### src/rtl/cc_tag_comparator.sv
// cc_tag_comparator: direct-mapped tag lookup with one-cycle hit/miss resolve,
// fill/invalidate forwarding into the compare stage, and saturating hit/miss counters.
module cc_tag_comparator #(
  parameter int TAG_W = 17,
  parameter int IDX_W = 9,
  parameter int OFS_W = 6,
  parameter int CNT_W = 32
) (
  input  logic                   clk,
  input  logic                   rst_n,
  input  logic                   hs_pulse_i,
  input  logic [TAG_W-1:0]       tag_i,
  input  logic [IDX_W-1:0]       index_i,
  input  logic [OFS_W-1:0]       offset_i,
  output logic                   tag_sram_rden_o,
  output logic [IDX_W-1:0]       tag_sram_raddr_o,
  input  logic [TAG_W-1:0]       tag_sram_rdata_i,
  output logic                   tag_sram_wren_o,
  output logic [IDX_W-1:0]       tag_sram_waddr_o,
  output logic [TAG_W-1:0]       tag_sram_wdata_o,
  input  logic                   fill_valid_i,
  input  logic [IDX_W-1:0]       fill_index_i,
  input  logic [TAG_W-1:0]       fill_tag_i,
  input  logic                   inv_all_i,
  output logic                   hit_flag_fifo_wren_o,
  output logic                   hit_flag_fifo_wdata_o,
  output logic                   hit_data_fifo_wren_o,
  output logic [IDX_W+OFS_W-1:0] hit_data_fifo_wdata_o,
  output logic                   miss_addr_fifo_wren_o,
  output logic [31:0]            miss_addr_fifo_wdata_o,
  output logic                   miss_req_fifo_wren_o,
  output logic [31:0]            miss_req_fifo_wdata_o,
  output logic [CNT_W-1:0]       hit_cnt_o,
  output logic [CNT_W-1:0]       miss_cnt_o
);
  logic [(1<<IDX_W)-1:0] valid;
  logic                  s1_v;
  logic [TAG_W-1:0]      s1_tag;
  logic [IDX_W-1:0]      s1_index;
  logic [OFS_W-1:0]      s1_offset;
  logic                  f_v;
  logic [IDX_W-1:0]      f_index;
  logic [TAG_W-1:0]      f_tag;
  logic                  fill_now, fill_fwd, eff_valid, hit;
  logic [TAG_W-1:0]      eff_tag;

  assign tag_sram_rden_o  = hs_pulse_i & rst_n;
  assign tag_sram_raddr_o = index_i;
  assign tag_sram_wren_o  = fill_valid_i & rst_n;
  assign tag_sram_waddr_o = fill_index_i;
  assign tag_sram_wdata_o = fill_tag_i;

  // SRAM read data is stale for a fill written in the same or the compare cycle
  assign fill_now  = fill_valid_i && fill_index_i == s1_index;
  assign fill_fwd  = f_v && f_index == s1_index;
  assign eff_tag   = fill_now ? fill_tag_i : fill_fwd ? f_tag : tag_sram_rdata_i;
  assign eff_valid = (valid[s1_index] | fill_now | fill_fwd) & ~inv_all_i;
  assign hit       = s1_v & eff_valid & (eff_tag == s1_tag);

  assign hit_flag_fifo_wren_o   = s1_v;
  assign hit_flag_fifo_wdata_o  = hit;
  assign hit_data_fifo_wren_o   = hit;
  assign hit_data_fifo_wdata_o  = {s1_index, s1_offset};
  assign miss_addr_fifo_wren_o  = s1_v & ~hit;
  assign miss_addr_fifo_wdata_o = 32'({s1_tag, s1_index, s1_offset});
  assign miss_req_fifo_wren_o   = s1_v & ~hit;
  assign miss_req_fifo_wdata_o  = 32'({s1_tag, s1_index, {OFS_W{1'b0}}});

  always_ff @(posedge clk or negedge rst_n) begin
    if (!rst_n) begin
      valid      <= '0;
      s1_v       <= 1'b0;
      s1_tag     <= '0;
      s1_index   <= '0;
      s1_offset  <= '0;
      f_v        <= 1'b0;
      f_index    <= '0;
      f_tag      <= '0;
      hit_cnt_o  <= '0;
      miss_cnt_o <= '0;
    end else begin
      if (inv_all_i) valid <= '0;
      else if (fill_valid_i) valid[fill_index_i] <= 1'b1;
      s1_v      <= hs_pulse_i;
      s1_tag    <= tag_i;
      s1_index  <= index_i;
      s1_offset <= offset_i;
      f_v       <= fill_valid_i & ~inv_all_i;
      f_index   <= fill_index_i;
      f_tag     <= fill_tag_i;
      if (hit && hit_cnt_o != '1) hit_cnt_o <= hit_cnt_o + CNT_W'(1);
      if (miss_addr_fifo_wren_o && miss_cnt_o != '1) miss_cnt_o <= miss_cnt_o + CNT_W'(1);
    end
  end
endmodule

### config.mk
export PLATFORM = sky130hd
export DESIGN_NAME = cc_tag_comparator
export DESIGN_NICKNAME = d
export VERILOG_FILES = /design/src/rtl/cc_tag_comparator.sv
export SDC_FILE = /design/constraint.sdc
export NUM_CORES = 1
export LEC_CHECK = 0
export ABC_AREA = 1
export ABC_CLOCK_PERIOD_IN_PS = 4000
export CORE_MARGIN = 1.5
export CORE_UTILIZATION = 59
export CTS_CLUSTER_SIZE = 40
export DETAILED_ROUTE_END_ITERATION = 10
export PLACE_DENSITY_LB_ADDON = 0.15
export REMOVE_ABC_BUFFERS = 1
export SYNTH_ARGS = -nofsm -noshare
export SYNTH_HDL_FRONTEND = slang
export SYNTH_SLANG_ARGS = --single-unit
### constraint.sdc
create_clock -name clk -period 4 [get_ports clk]
set_clock_uncertainty 0.05 [all_clocks]
set_input_delay 0.8 -clock clk [delete_from_list [all_inputs] [get_ports clk]]
set_output_delay 0.8 -clock clk [all_outputs]
set_load 0.005 [all_outputs]
# After elaboration in Yosys (flattened, before gate mapping)
# Cells that the tools add are included.
# op_classes
n_addsub	2
n_lt_le_gt_ge	3
eq_ne	5
muxes	8
n_bitwise	12
n_reduce_logical	6
# ops
op	count
512-bit 2-to-1 mux	2
512-bit OR	1
32-bit by 1-bit adder with 32-bit output, second input constant	2
32-bit != test, second input constant	2
17-bit 2-to-1 mux	2
9-bit by 10-bit less-than comparator with 1-bit output, second input constant	2
9-bit == test	2
17-bit == test	1
1-bit binary-select mux with 9-bit select	1
1-bit demux with 9-bit select	1
9-bit by 1-bit greater-or-equal comparator with 1-bit output, second input constant	1
1-bit bitwise AND	7
1-bit logical AND	5
1-bit 2-to-1 mux	2
1-bit inverter	2
1-bit OR	2
2-bit nonzero test	1
# totals
regBits	636
wordCells	46

# Logic depth before layout (Yosys ltp)
# logic_depth
ltp_word	10
mapped_depth	24
depth_no_buf	22

# Worst setup path after synthesis
# OpenSTA, ideal clock, no wires.
# synth_timing
path_type	in2out
from	input fill_index_i[8]
to	output miss_req_fifo_wren_o
arrival_ns	2.649
required_ns	3.150
path_slack_ns	0.501
cell_stages	17
path_cell_list	xnor2_1 nand3_1 nor2_2 nand2_2 buf_6 or2_1 nand3_1 nand2_1 inv_1 nand2_1 nor2_1 nand3_1 nor2_2 nand2_2 nand2_1 inv_1 buf_4
# synth_via
elab_chain_cells	9
# synth_rtl
element	line	text
from (decl)	22	input logic [IDX_W-1:0] fill_index_i,
9-bit == test *	54	assign fill_now = fill_valid_i && fill_index_i == s1_index;
1-bit logical AND *	54	
1-bit OR (2 in series)	57	assign eff_valid = (valid[s1_index] | fill_now | fill_fwd) & ~inv_all_i;
1-bit bitwise AND	57	
1-bit bitwise AND	58	assign hit = s1_v & eff_valid & (eff_tag == s1_tag);
1-bit bitwise AND *	58	
1-bit inverter *	--	
1-bit bitwise AND *	--	
to (decl)	31	output logic miss_req_fifo_wren_o,
# Every way passes the cells marked *; elsewhere a longest branch is shown, timed or not.

# Worst setup path after layout
# layout_timing
from	register s1_index[1]
to	output miss_req_fifo_wren_o
# layout_via
elab_chain_cells	9
# layout_rtl
element	line	text
from (decl)	39	logic [IDX_W-1:0] s1_index;
from (signal assigned)	86	s1_index <= index_i;
1-bit binary-select mux with 9-bit select or 9-bit == test (tied branches)	57, 54	
1-bit 2-to-1 mux (implied by the code) or 1-bit logical AND (tied branches)	57, 54	
1-bit OR (2 in series)	57	
1-bit bitwise AND	57	
1-bit bitwise AND	58	
1-bit bitwise AND *	58	
1-bit inverter *	66	assign miss_req_fifo_wren_o = s1_v & ~hit;
1-bit bitwise AND *	66	
# Every way passes the cells marked *; elsewhere a longest branch is shown, timed or not. The select of a mux whose other input is x is not followed.

==> results.json <==
{
  "p_leak_uw": 0.0166,
  "start_util": 0.595,
  "irDropWorstVdd_mv": 0.355,
  "syn_inst": 3895,
  "critical_path.max_fanout": 35,
  "post-route-period-util": 1.02,
  "final_cells": 4855,
  "dp_hpwl_um": 57000,
  "synth_area_um2": 31200,
  "grt_pass1_wl_um": 155000,
  "fin_hold_ws_ns": 0.383,
  "max_clock_freq_mhz": 245,
  "preCtsSetupSlack_ns": -0.750,
  "dominantRegCellSynth": "dfrtp_1",
  "num_rows": 84,
  "vias": 29200,
  "yosysWarnings": 0,
  "port_buffers": 258,
  "wire_per_inst_um": 21.0,
  "clkSlewWorstSetupHoldPaths_ns": 0.06,
  "worst_setup_path_end_kind": "output port",
  "grt.overflow.total": 0,
  "grt_max_degree": 181,
  "yosysTopAreaCell": "dfrtp_1",
  "drt_iter0_markers": 3511,
  "status": "complete, but fails checks",
  "failed_checks": "setup timing",
  "cap_violations": 0,
  "io-pin-count": 265,
  "hold_path_class": "in2reg",
  "synth-edff-count": 0,
  "cp-start-kind": "flip-flop",
  "grt_pass1_vias": 27200,
  "die_x_um": 233,
  "dr.pass1.iters": 5,
  "core_um2": 52300,
  "worstMarginPinSlew_ns": 1.04,
  "drc": 0,
  "crit_arrival_ns": 3.23,
  "cts_inserted_buffers": 69,
  "tritoncts": "built",
  "vias_per_cell": 6.01,
  "timing.slew.headroom": 0.309,
  "cts.htree.levels": 3,
  "crit_required_ns": 3.15,
  "yosysSeqAreaShare": 0.511,
  "synth_area_leaders": "dfrtp_1, o22ai_1, nand2_1, inv_1, nand3_1",
  "drive_above_1_share": 0.116,
  "avgSynthCellArea_um2": 8.00,
  "finalHoldViolCount": 0,
  "placed_cell_area_um2": 34800,
  "fin_ws_ns": -0.0757,
  "grt_antenna_before_repair": 0,
  "final_core_util": 0.729,
  "final.fill_count": 3983,
  "synthArstFlopShare": 1.00,
  "power_density_nw_per_um2": 377,
  "synthDominantCellAreaShare": 0.511,
  "critPathKind": "reg2out",
  "rsz0062_at_grt": "true",
  "finalSetupViolations": 4,
  "die_h_um": 233,
  "dp.cells": 4691,
  "final_nets": 4201,
  "gp_congestion": 0.912,
  "yosysMostFrequentCell": "nand2_1",
  "ys_ff_latch": 636,
  "drt.antenna.violating_nets": 0,
  "postLayoutCellArea_um2": 38200,
  "synthToLayoutAreaGrowth_pct": 22.5,
  "synth.cells.most_frequent": "nand2_1, inv_1, dfrtp_1",
  "drt_wl_total_um": 102000,
  "cts_sinks": 636,
  "ys_types": 36,
  "die_area_um2": 54200,
  "period_needed_ns": 4.08,
  "cts-root-buf": "clkbuf_16",
  "track_usage": 0.370,
  "clock_path_buffers": 3,
  "drv_slew": 0,
  "clkLatencyLatePin_ns": 0.63
}
[where the power goes]
part | switching (µW) | total, µW | internal, µW
registers | 69.7 | 6560 | 6490
clock network | 2640 | 6290 | 3640
logic | 951 | 1530 | 577
total | 3660 | 14400 | 10700
[layout make-up]
cell class	instances	area, µm²	area share
diodes	1	2.50	0.0000656
multi-input cells	2252	11500	0.301
clock buffers	104	2070	0.0543
repair buffers	499	5170	0.135
flip-flops and latches	636	15900	0.417
clock inverters	14	128	0.00334
inverters	661	2510	0.0658
well taps	688	861	0.0226
[flip-flops by register name (all words and copies together) (netlist names), 6 cells and up]
register,cells
f_index,9
miss_cnt_o,32
hit_cnt_o,32
s1_offset,6
f_tag,17
valid,512
s1_index,9
s1_tag,17
[stage by stage]
step                total power, µW  setup TNS, ns
floorplan                      7150        -504.12
global placement               8030          -7.15
detailed placement             8030         -11.58
CTS                           14300         -0.281
global route                  14800         -0.626
finish                        14400         -0.196
[metal layers]
metal | GRT usage | wire [µm] | vias up
met2 | 0.576 | 47200 | 1573
li1 | - | - | 13200
met3 | 0.0632 | 9110 | 349
met5 | 0 | 0 | -
met4 | 0.157 | 5300 | 0
met1 | 0.514 | 40400 | 14100
[repair_timing]
action,in CTS,in global routing
hold buffers,1,0
endpoints found under the setup margin,4,4
pin swaps,25,41
hold endpoints to repair,16,0
gates resized for setup,101,92
cloned,9,6
setup buffers,18,11
[kinds of logic (layout without fill, tap and decap cells)]
kind of cell | after synthesis | in the layout | synth area share
AOI/OAI and AO/OA | 708 | 708 | 0.135
xor gates and xnor gates | 32 | 32 | 0.00899
adders and majority gates | 2 | 2 | 0.000803
buffers and inverters | 1014 | 1278 | 0.135
DFF | 636 | 636 | 0.511
other | 1 | 7 | 0.000120
and+or+nand+nor | 1502 | 1504 | 0.209
[final timing paths]
path	startpoint	to	slack, ns	depth (start not counted)
min in group asynchronous	rst_n	miss_cnt_o[21]$_DFFE_PN0P_	0.59	2
worst max-delay path	s1_index[1]$_DFF_PN0_	miss_req_fifo_wren_o	-0.08	19
worst min-delay path	inv_all_i	f_v$_DFF_PN0_	0.38	2
worst max register to register	s1_index[1]$_DFF_PN0_	miss_cnt_o[18]$_DFFE_PN0P_	0.57	22
max in group asynchronous	rst_n	s1_index[4]$_DFF_PN0_	1.56	4
worst min register to register	hit_cnt_o[31]$_DFFE_PN0P_	hit_cnt_o[31]$_DFFE_PN0P_	0.45	2
[cell usage in the layout, fill, tap and decap left out, drive strengths merged, types with 3 or more instances in the layout]
cell type      synthesis  layout
a21oi                 90      90
buf                  163     236
bufbuf                 0       3
clkbuf               190     112
clkdlybuf4s50          0     242
clkinv                 2      11
conb                   1       6
dfrtp                636     636
dlygate4sd2            0       7
inv                  659     662
nand2                830     832
nand3                478     478
nand3b                11      11
nand4                 36      36
nor2                  84      84
nor3                  42      42
nor4                  11      11
o21ai                101     101
o22ai                512     512
or2                    9       9
xnor2                  6       6
xor2                  26      26
[critical path: stages, from the launching register on]
cell     delay (ns)
dfrtp_4        0.55
buf_6          0.16
buf_12         0.17
buf_6          0.16
a21oi_1        0.14
o21ai_1        0.10
nand3_1        0.07
nand3_1        0.08
nand2_2        0.14
nand2_1        0.09
nand3_1        0.10
nand3_1        0.11
nand3_2        0.10
nand3_2        0.10
nand2_4        0.12
nand2_4        0.07
nand2_4        0.11
nand2_2        0.06
inv_2          0.08
buf_6          0.09
No activity file was read; power rests on OpenSTA's default activity.
